===== src/rtl/wshb_arbiter.sv =====
// Two-master Wishbone arbiter in front of the single SDRAM slave port.
// Round-robin with a burst cap; a release always leaves one idle cycle before the next grant.
module wshb_arbiter #(
  parameter int unsigned MAX_BURST = 16,
  parameter int unsigned AW        = 32,
  parameter int unsigned DW        = 32
) (
  input  logic                  i_clk,
  input  logic                  i_rst,
  input  logic [1:0]            i_m_cyc,
  input  logic [1:0]            i_m_stb,
  input  logic [1:0]            i_m_we,
  input  logic [2*AW-1:0]       i_m_adr,
  input  logic [2*DW-1:0]       i_m_dat_ms,
  input  logic [2*(DW/8)-1:0]   i_m_sel,
  output logic [1:0]            o_m_ack,
  output logic [DW-1:0]         o_m_dat_sm,
  output logic                  o_s_cyc,
  output logic                  o_s_stb,
  output logic                  o_s_we,
  output logic [AW-1:0]         o_s_adr,
  output logic [DW-1:0]         o_s_dat_ms,
  output logic [DW/8-1:0]       o_s_sel,
  input  logic                  i_s_ack,
  input  logic [DW-1:0]         i_s_dat_sm,
  output logic [1:0]            o_gnt
);

  localparam int unsigned SW = DW / 8;

  typedef enum logic [1:0] {
    GntNone = 2'b00,
    GntM0   = 2'b01,
    GntM1   = 2'b10
  } gnt_e;

  gnt_e       r_gnt;
  logic       r_last;
  logic [7:0] r_cnt;

  logic       w_busy;
  logic       w_own;
  logic       w_own_req;
  logic       w_other_req;
  logic [8:0] w_cnt_inc;
  logic       w_cap_hit;

  assign w_busy      = (r_gnt != GntNone);
  assign w_own       = (r_gnt == GntM1);
  assign w_own_req   = i_m_cyc[w_own];
  assign w_other_req = i_m_cyc[~w_own];
  assign w_cnt_inc   = {1'b0, r_cnt} + 9'd1;
  // The cap is only checked on an ack, so an outstanding transfer is never cut off.
  assign w_cap_hit   = i_s_ack && (w_cnt_inc >= 9'(MAX_BURST));

  always_ff @(posedge i_clk) begin
    if (i_rst) begin
      r_gnt  <= GntNone;
      r_last <= 1'b0;
      r_cnt  <= 8'd0;
    end else if (!w_busy) begin
      r_cnt <= 8'd0;
      if (i_m_cyc == 2'b11) begin
        if (r_last) begin
          r_gnt  <= GntM0;
          r_last <= 1'b0;
        end else begin
          r_gnt  <= GntM1;
          r_last <= 1'b1;
        end
      end else if (i_m_cyc[0]) begin
        r_gnt  <= GntM0;
        r_last <= 1'b0;
      end else if (i_m_cyc[1]) begin
        r_gnt  <= GntM1;
        r_last <= 1'b1;
      end
    end else if (!w_own_req || (w_other_req && w_cap_hit)) begin
      r_gnt <= GntNone;
      r_cnt <= 8'd0;
    end else if (i_s_ack && (r_cnt != 8'hFF)) begin
      r_cnt <= r_cnt + 8'd1;
    end
  end

  always_comb begin
    o_s_cyc    = 1'b0;
    o_s_stb    = 1'b0;
    o_s_we     = 1'b0;
    o_s_adr    = '0;
    o_s_dat_ms = '0;
    o_s_sel    = '0;
    o_m_ack    = 2'b00;
    if (w_busy) begin
      o_s_cyc = i_m_cyc[w_own];
      o_s_stb = i_m_stb[w_own];
      o_s_we  = i_m_we[w_own];
      if (w_own) begin
        o_s_adr    = i_m_adr[AW +: AW];
        o_s_dat_ms = i_m_dat_ms[DW +: DW];
        o_s_sel    = i_m_sel[SW +: SW];
        o_m_ack    = {i_s_ack, 1'b0};
      end else begin
        o_s_adr    = i_m_adr[0 +: AW];
        o_s_dat_ms = i_m_dat_ms[0 +: DW];
        o_s_sel    = i_m_sel[0 +: SW];
        o_m_ack    = {1'b0, i_s_ack};
      end
    end
  end

  assign o_m_dat_sm = i_s_dat_sm;
  assign o_gnt      = r_gnt;

endmodule

===== config.mk =====
export PLATFORM = sky130hd
export DESIGN_NAME = wshb_arbiter
export DESIGN_NICKNAME = d
export VERILOG_FILES = /design/src/rtl/wshb_arbiter.sv
export SDC_FILE = /design/constraint.sdc
export NUM_CORES = 1
export LEC_CHECK = 0
export CAP_MARGIN = 10
export CELL_PAD_IN_SITES_DETAIL_PLACEMENT = 0
export CELL_PAD_IN_SITES_GLOBAL_PLACEMENT = 1
export CORE_AREA = 2 2 111 113
export CTS_CLUSTER_SIZE = 20
export DETAILED_ROUTE_END_ITERATION = 7
export DIE_AREA = 0 0 113 115
export DONT_BUFFER_PORTS = 1
export PLACE_DENSITY_LB_ADDON = 0.1
export SYNTH_ARGS = -nofsm -noshare
export SYNTH_HDL_FRONTEND = slang
export SYNTH_SLANG_ARGS = --single-unit

===== constraint.sdc =====
create_clock -name i_clk -period 2.4 [get_ports i_clk]
set_input_delay 0.72 -clock i_clk [delete_from_list [all_inputs] [get_ports i_clk]]
set_output_delay 0.72 -clock i_clk [all_outputs]
set_load 0.05 [all_outputs]

==> metrics.log, run 1 <==
[metrics] result of the run: complete, but fails checks
[metrics] violated checks: design-rule violations
[metrics] critical path required time: 1.68 ns
[metrics] Syn-to-layout area delta: 94.6%
[metrics] average instance area after synthesis: 8.16 µm²
[metrics] clock-pin slew on the worst setup and hold paths: 0.04 ns
[metrics] Worst R2R Start: r_cnt[0]$_SDFFE_PP0P_
[metrics] final wirelength: between 9 and 10 mm
[metrics] synthesized instance count: 186
[metrics] CTS Hold Buffers Added: 0
[metrics] net count of the finished layout: between 300 and 400
[metrics] Total GRT Usage: 0.122
[metrics] clock tree from TritonCTS: yes
[metrics] Tightest Pin Transition: roughly 0.45 ns
[metrics] post-cts resize count: 0
[metrics] register-to-register setup slack: 0.45 ns
[metrics] Total Die Area: about 13000 µm²
[metrics] vias in the first global route: 1639
[metrics] CTS root buffer: clkbuf_16
[metrics] initial cell density of the core: 0.128
[metrics] detail-routed net length per standard cell: between 20 and 30 µm
[metrics] count of antenna-violating nets left after detailed routing: 0
[metrics] initial antenna violation count: 0
[metrics] kind of end point of the critical path: primary output
[metrics] fraction of final layout cells with drive strength greater than 1: 0.433
[metrics] leftover overflow at the end of global routing: 0
[metrics] Critical R2R Capture: r_cnt[4]$_SDFFE_PP0P_
[metrics] detailed-router iteration count before antenna repair: 6
[metrics] Worst Hold Launch: r_last$_SDFFE_PP0P_
[metrics] worst slew margin relative to its limit: 0.695
[metrics] drt first-iter violations: around 100
[metrics] number of endpoints failing setup at the final stage: 0
[metrics] routed via count divided by cell count: around 4.7
[metrics] synthesized cell area: approximately 1500 µm²
[metrics] category of the most critical setup path: reg -> out
[metrics] maximum fanout count along the critical path: 72
[metrics] area of the core: 11800 µm²
[metrics] library cells used by synthesis: 32
[metrics] latest clock arrival within the worst-skew pair: 0.23 ns
[metrics] total via count after detailed routing: 1697
[metrics] hold path endpoint: r_last$_SDFFE_PP0P_
[metrics] # Max-Cap Violations: 0
[metrics] Inserted Clock Buffers: 3
[metrics] DP Wirelength: 7.77 mm
[metrics] register area share after synthesis: 0.145
[metrics] gpl congestion: 0.792
[metrics] max-slew violation count: 0
[metrics] Register-to-Register Path Depth: 5
[metrics] Remaining DRCs: 20
[metrics] CTS HTree Levels: 1
[metrics] hold depth: 1
[metrics] startpoint types: register
[metrics] wire length of the first global-routing pass: 11.4 mm
[metrics] final worst-path cycle share: 0.918
[metrics] number of nets in the synthesized netlist: around 370
[metrics] worst setup skew after layout: ~0.0012 ns
[metrics] largest net degree at the start of global routing: 77
[metrics] class of the tightest hold or removal check: reg -> reg
[metrics] IR drop worst, VDD: between 150 and 200 µV
[metrics] P_leak: 1.12 nW
[metrics] Fin Hold WS: 0.522 ns
[metrics] power consumption: 1.65 mW
[metrics] hold violation count in the final report: 0
[metrics] power density over the cells: 558 nW/µm²
[metrics] count of port buffers added during placement: 0
[metrics] Arr. time, crit path: 1.48 ns
[metrics] maximum achievable frequency: around 450 MHz
[metrics] number of antenna repair diodes: 0
[metrics] post-synthesis sequential element count: 11
[metrics] number of buffers added for setup after CTS: 0
[metrics] final critical-path required period: 2.20 ns
[metrics] CTS Buffer Depth: 2
[metrics] Cell Rows: 40
[metrics] die extent in x: between 100 and 150 µm
[metrics] RSZ-0062 raised after global routing: no
[metrics] count of clock tree sinks: 11
[metrics] total of warnings raised by yosys: 0
[metrics] floorplan die height: 115 µm
[metrics] boundary pin count: approximately 280
[layout make-up]
type                            instances  area [µm²]
Inverter                                4        15.0
Sequential cell                        11         224
Tap cell                              147         184
Multi-Input combinational cell        122         995
Fill cell                            1265        8860
Clock buffer                            4        78.8
Timing Repair Buffer                   74        1460
[cell usage after synthesis]
cell type / count / area (µm²)
and4_1: 2 / 17.5
nor2_1: 6 / 22.5
o21ai_0: 1 / 5.00
dfxtp_1: 11 / 220
ha_1: 2 / 25.0
a2111oi_0: 1 / 8.76
and2_1: 3 / 18.8
nor4b_1: 1 / 8.76
o211ai_1: 1 / 7.51
a21boi_0: 1 / 7.51
a22o_1: 71 / 622
and3_1: 3 / 18.8
a311oi_1: 1 / 8.76
nor3_1: 2 / 10.0
o22ai_1: 1 / 6.26
xor2_1: 4 / 35.0
o21ai_1: 1 / 5.00
or4b_1: 1 / 10.0
o21a_1: 1 / 7.51
buf_2: 1 / 5.00
clkbuf_1: 15 / 56.3
nor3b_1: 1 / 7.51
nand2_1: 2 / 7.51
inv_1: 4 / 15.0
a21oi_1: 4 / 20.0
mux2i_1: 1 / 10.0
nor2b_1: 1 / 6.26
o31ai_1: 1 / 7.51
buf_4: 33 / 248
nand3_1: 4 / 20.0
a211oi_2: 3 / 37.5
nand4_1: 2 / 12.5
[report_power, final]
group | leakage [nW] | switching (mW) | total, mW | internal [mW]
combinational | 0.995 | 0.651 | 1.15 | 0.502
clock | 0.0382 | 0.0789 | 0.302 | 0.223
sequential | 0.0899 | 0.00564 | 0.194 | 0.189
[logic make-up (layout without fill, tap and decap cells)]
| group | count (synthesis) | after routing | share of synthesized area |
|---|---|---|---|
| AOI/OAI and AO/OA | 87 | 87 | 0.490 |
| muxes | 1 | 1 | 0.00660 |
| and+or+nand+nor | 28 | 28 | 0.106 |
| adders and majority gates | 2 | 2 | 0.0165 |
| xor gates and xnor gates | 4 | 4 | 0.0231 |
| buffers and inverters | 53 | 82 | 0.214 |
| DFF | 11 | 11 | 0.145 |
[sequential cells by signal (all words and copies together) (netlist names)]
signal	count
o_gnt	2
r_last	1
r_cnt	8
[metrics by stage]
stage          TNS, ns  area [µm²]  setup WS [ns]  std cells   util
2_1_floorplan    -3.42        1530        -0.0570        186      -
3_3_place_gp         0        2870          0.462        358  0.243
3_5_place_dp         0        2870          0.428        358  0.243
4_1_cts              0        2950          0.195        362  0.250
5_1_grt              0        2950          0.136        362  0.250
6_report             0        2950          0.196        362  0.250
[cells in the final DEF, fill, tap and decap left out, drive strengths merged, types with 3 or more instances in the layout]
| master | instances |
|---|---|
| clkbuf | 4 |
| nor2 | 6 |
| dfxtp | 11 |
| and3 | 3 |
| a22o | 71 |
| nand3 | 4 |
| buf | 74 |
| a21oi | 4 |
| xor2 | 4 |
| and2 | 3 |
| a211oi | 3 |
| inv | 4 |
[worst max-delay path, stage by stage, from the launching register on]
cell,delay (ns)
dfxtp_1,0.32
nor2b_4,0.16
buf_12,0.25
a22o_1,0.27
buf_12,0.16
[layer usage]
metal | share of wire | up-vias | track usage | wire length (µm)
li1 | - | 761 | - | -
met1 | 0.41 | 795 | 0.158 | 3720
met2 | 0.47 | 129 | 0.190 | 4270
met3 | 0.12 | 12 | 0.0501 | 1060
met4 | 0.0095 | 0 | 0.0268 | 87
met5 | 0 | - | 0 | 0
[how the worst max path moves through the flow]
stage / slack, ns / cells after the start / from / to
2_1_floorplan: -0.06 / 4 / o_gnt[1]$_SDFFE_PP0P_ / o_s_adr[0]
3_3_place_gp: 0.46 / 4 / i_m_cyc[0] / r_cnt[2]$_SDFFE_PP0P_
3_5_place_dp: 0.43 / 4 / i_m_cyc[0] / r_cnt[4]$_SDFFE_PP0P_
4_1_cts: 0.20 / 4 / o_gnt[1]$_SDFFE_PP0P_ / o_s_adr[21]
5_1_grt: 0.14 / 4 / o_gnt[1]$_SDFFE_PP0P_ / o_s_dat_ms[4]
6_report: 0.20 / 4 / o_gnt[1]$_SDFFE_PP0P_ / o_s_adr[21]
No activity file was read; power rests on OpenSTA's default activity.
==> run 2, diff against run 1 <==
==> constraint.sdc (replaced) <==
create_clock -name i_clk -period 2.6 [get_ports i_clk]
set_input_delay 0.78 -clock i_clk [delete_from_list [all_inputs] [get_ports i_clk]]
set_output_delay 0.78 -clock i_clk [all_outputs]
set_load 0.05 [all_outputs]
==> metrics.log, run 2 (synthesized netlist as in run 1, its figures left out) <==
[metrics] IR drop worst, VDD: 178 µV
[metrics] CTS Hold Buffers Added: 0
[metrics] count of clock tree sinks: 11
[metrics] area of the core: 11800 µm²
[metrics] maximum achievable frequency: 400 MHz
[metrics] latest clock arrival within the worst-skew pair: ~0.23 ns
[metrics] routed via count divided by cell count: 4.55
[metrics] register bank with the most flops: r_cnt
[metrics] gpl congestion: 0.727
[metrics] RSZ-0062 raised after global routing: no
[metrics] final worst-path cycle share: 0.962
[metrics] Arr. time, crit path: 1.72 ns
[metrics] initial antenna violation count: 0
[metrics] worst slew margin relative to its limit: 0.666
[metrics] max-slew violation count: 0
[metrics] vias in the first global route: 1623
[metrics] number of endpoints failing setup at the final stage: 0
[metrics] count of antenna-violating nets left after detailed routing: 0
[metrics] Buf+Inv Stages, Crit Path: 2
[metrics] Total Die Area: 13000 µm²
[metrics] CTS root buffer: clkbuf_16
[metrics] power consumption: approximately 1.5 mW
[metrics] # Max-Cap Violations: 0
[metrics] fin cells: 365
[metrics] P_leak: between 1 and 1.5 nW
[metrics] net count of the finished layout: around 400
[metrics] worst setup skew after layout: 0.00191 ns
[metrics] worst slack at placement: 0.303 ns
[metrics] detail-routed net length per standard cell: 22.2 µm
[metrics] DP Wirelength: 6.88 mm
[metrics] result of the run: complete, but fails checks
[metrics] clock-pin slew on the worst setup and hold paths: 0.04 ns
[metrics] register-to-register setup slack: 0.52 ns
[metrics] Worst R2R Start: o_gnt[0]$_SDFFE_PP0P_
[metrics] CTS HTree Levels: 1
[metrics] power density over the cells: 508 nW/µm²
[metrics] post-cts resize count: 0
[metrics] Cell Rows: 40
[metrics] total via count after detailed routing: 1659
[metrics] Total Negative Setup Slacks: 0 ns
[metrics] Placed Cells incl. Taps: 361
[metrics] Worst Hold Launch: r_last$_SDFFE_PP0P_
[metrics] Inserted Clock Buffers: 3
[metrics] Syn-to-layout area delta: 95.2%
[metrics] hold depth: 1
[metrics] die extent in x: between 100 and 150 µm
[metrics] most frequent standard cell in the layout excluding fill and tap cells: buf_12
[metrics] class of the tightest hold or removal check: reg -> reg
[metrics] placement-stage cell area: 2880 µm²
[metrics] largest net degree at the start of global routing: between 50 and 60
[metrics] detailed-router iteration count before antenna repair: 8
[metrics] final wirelength: 8.10 mm
[metrics] maximum fanout count along the critical path: 28
[metrics] fill cell total of the finished layout: 1233
[metrics] Critical R2R Capture: r_cnt[6]$_SDFFE_PP0P_
[metrics] routed length on met2: 4.50 mm
[metrics] hold violation count in the final report: 0
[metrics] series of cell instances along the critical path: buf_4, a22o_1, buf_12
[metrics] floorplan die height: 115 µm
[metrics] multi-input combinational cell area: about 980 µm²
[metrics] clock tree from TritonCTS: yes
[metrics] drt first-iter violations: 98
[metrics] final critical-path required period: 2.50 ns
[metrics] category of cells accounting for the largest share of critical-path delay: buffers and inverters
[metrics] kind of end point of the critical path: primary output
[metrics] Sequential Area: 221 µm²
[metrics] CTS Buffer Depth: 2
[metrics] category of the most critical setup path: reg -> out
[metrics] fraction of final layout cells with drive strength greater than 1: 0.390
[metrics] wire length on met1: 2.77 mm
[metrics] slowest stage delay, CP: 0.57 ns
[metrics] boundary pin count: 284
[metrics] smallest setup slack after layout: 0.0975 ns
[metrics] end-of-flow core utilization: 0.251
[metrics] Fin Hold WS: 0.519 ns
[metrics] Total GRT Usage: 0.107
[metrics] met3 wire length: 764 µm
[metrics] commonest cells after routing, fill and taps aside: buf_12 (72), a22o_1 (71), dfxtp_1 (10)
[metrics] hold path endpoint: r_last$_SDFFE_PP0P_
[metrics] Remaining DRCs: 19
[metrics] violated checks: design-rule violations
[metrics] Tightest Pin Transition: 0.497 ns
[metrics] wire length of the first global-routing pass: approximately 10 mm
[metrics] startpoint types: register
[metrics] total non-filler cell area in the finished layout: 2960 µm²
[metrics] initial cell density of the core: 0.128
[metrics] Largest register FFs: 8
[metrics] leftover overflow at the end of global routing: 0
[metrics] uppermost signal routing layer after detailed routing: met4
[metrics] Worst path slowest cell: dfxtp_2
[metrics] number of buffers added for setup after CTS: 0
[metrics] critical path required time: 1.82 ns
[metrics] number of antenna repair diodes: 0
[metrics] count of port buffers added during placement: 0
[metrics] Register-to-Register Path Depth: 5
run 2: cell types whose count changed in the layout (fill, tap and decap cells not counted), sizes merged:
cell / delta
buf: +3
run 2: routing by layer:
layer / vias up / global-route usage
met5: - / 0
met2: 102 / 0.197
met3: 8 / 0.0285
met1: 789 / 0.125
met4: 0 / 0.0228
li1: 760 / -
run 2: report_power, final:
group | internal [mW] | total [mW] | leakage [nW] | switching (mW)
registers | 0.175 | 0.186 | 0.0896 | 0.0110
logic | 0.465 | 1.04 | 1.01 | 0.574
clock network | 0.206 | 0.280 | 0.0382 | 0.0743
run 2: cell type report:
cell class,instances,area share
well taps,147,0.0621
clock buffers,4,0.0266
inverters,4,0.00507
repair buffers,77,0.500
multi-input cells,122,0.331
flip-flops and latches,11,0.0747
run 2: worst reg2reg max path: stages, from the launching register on:
cell and delay, ns:
dfxtp_2 0.43, nor2b_4 0.16, buf_4 0.25, a22o_1 0.27
or4b_1 0.67, a211oi_2 0.22
run 2: how the worst max path moves through the flow:
stage,startpoint,end,slack (ns),cells past startpoint
4_1_cts,o_gnt[0]$_SDFFE_PP0P_,o_s_adr[18],0.05,4
3_3_place_gp,o_gnt[0]$_SDFFE_PP0P_,o_s_dat_ms[0],0.40,4
5_1_grt,o_gnt[0]$_SDFFE_PP0P_,o_s_dat_ms[22],0.02,3
2_1_floorplan,o_gnt[1]$_SDFFE_PP0P_,o_s_adr[0],0.08,4
3_5_place_dp,o_gnt[0]$_SDFFE_PP0P_,o_s_dat_ms[22],0.30,4
6_report,o_gnt[0]$_SDFFE_PP0P_,o_s_dat_ms[22],0.1,3
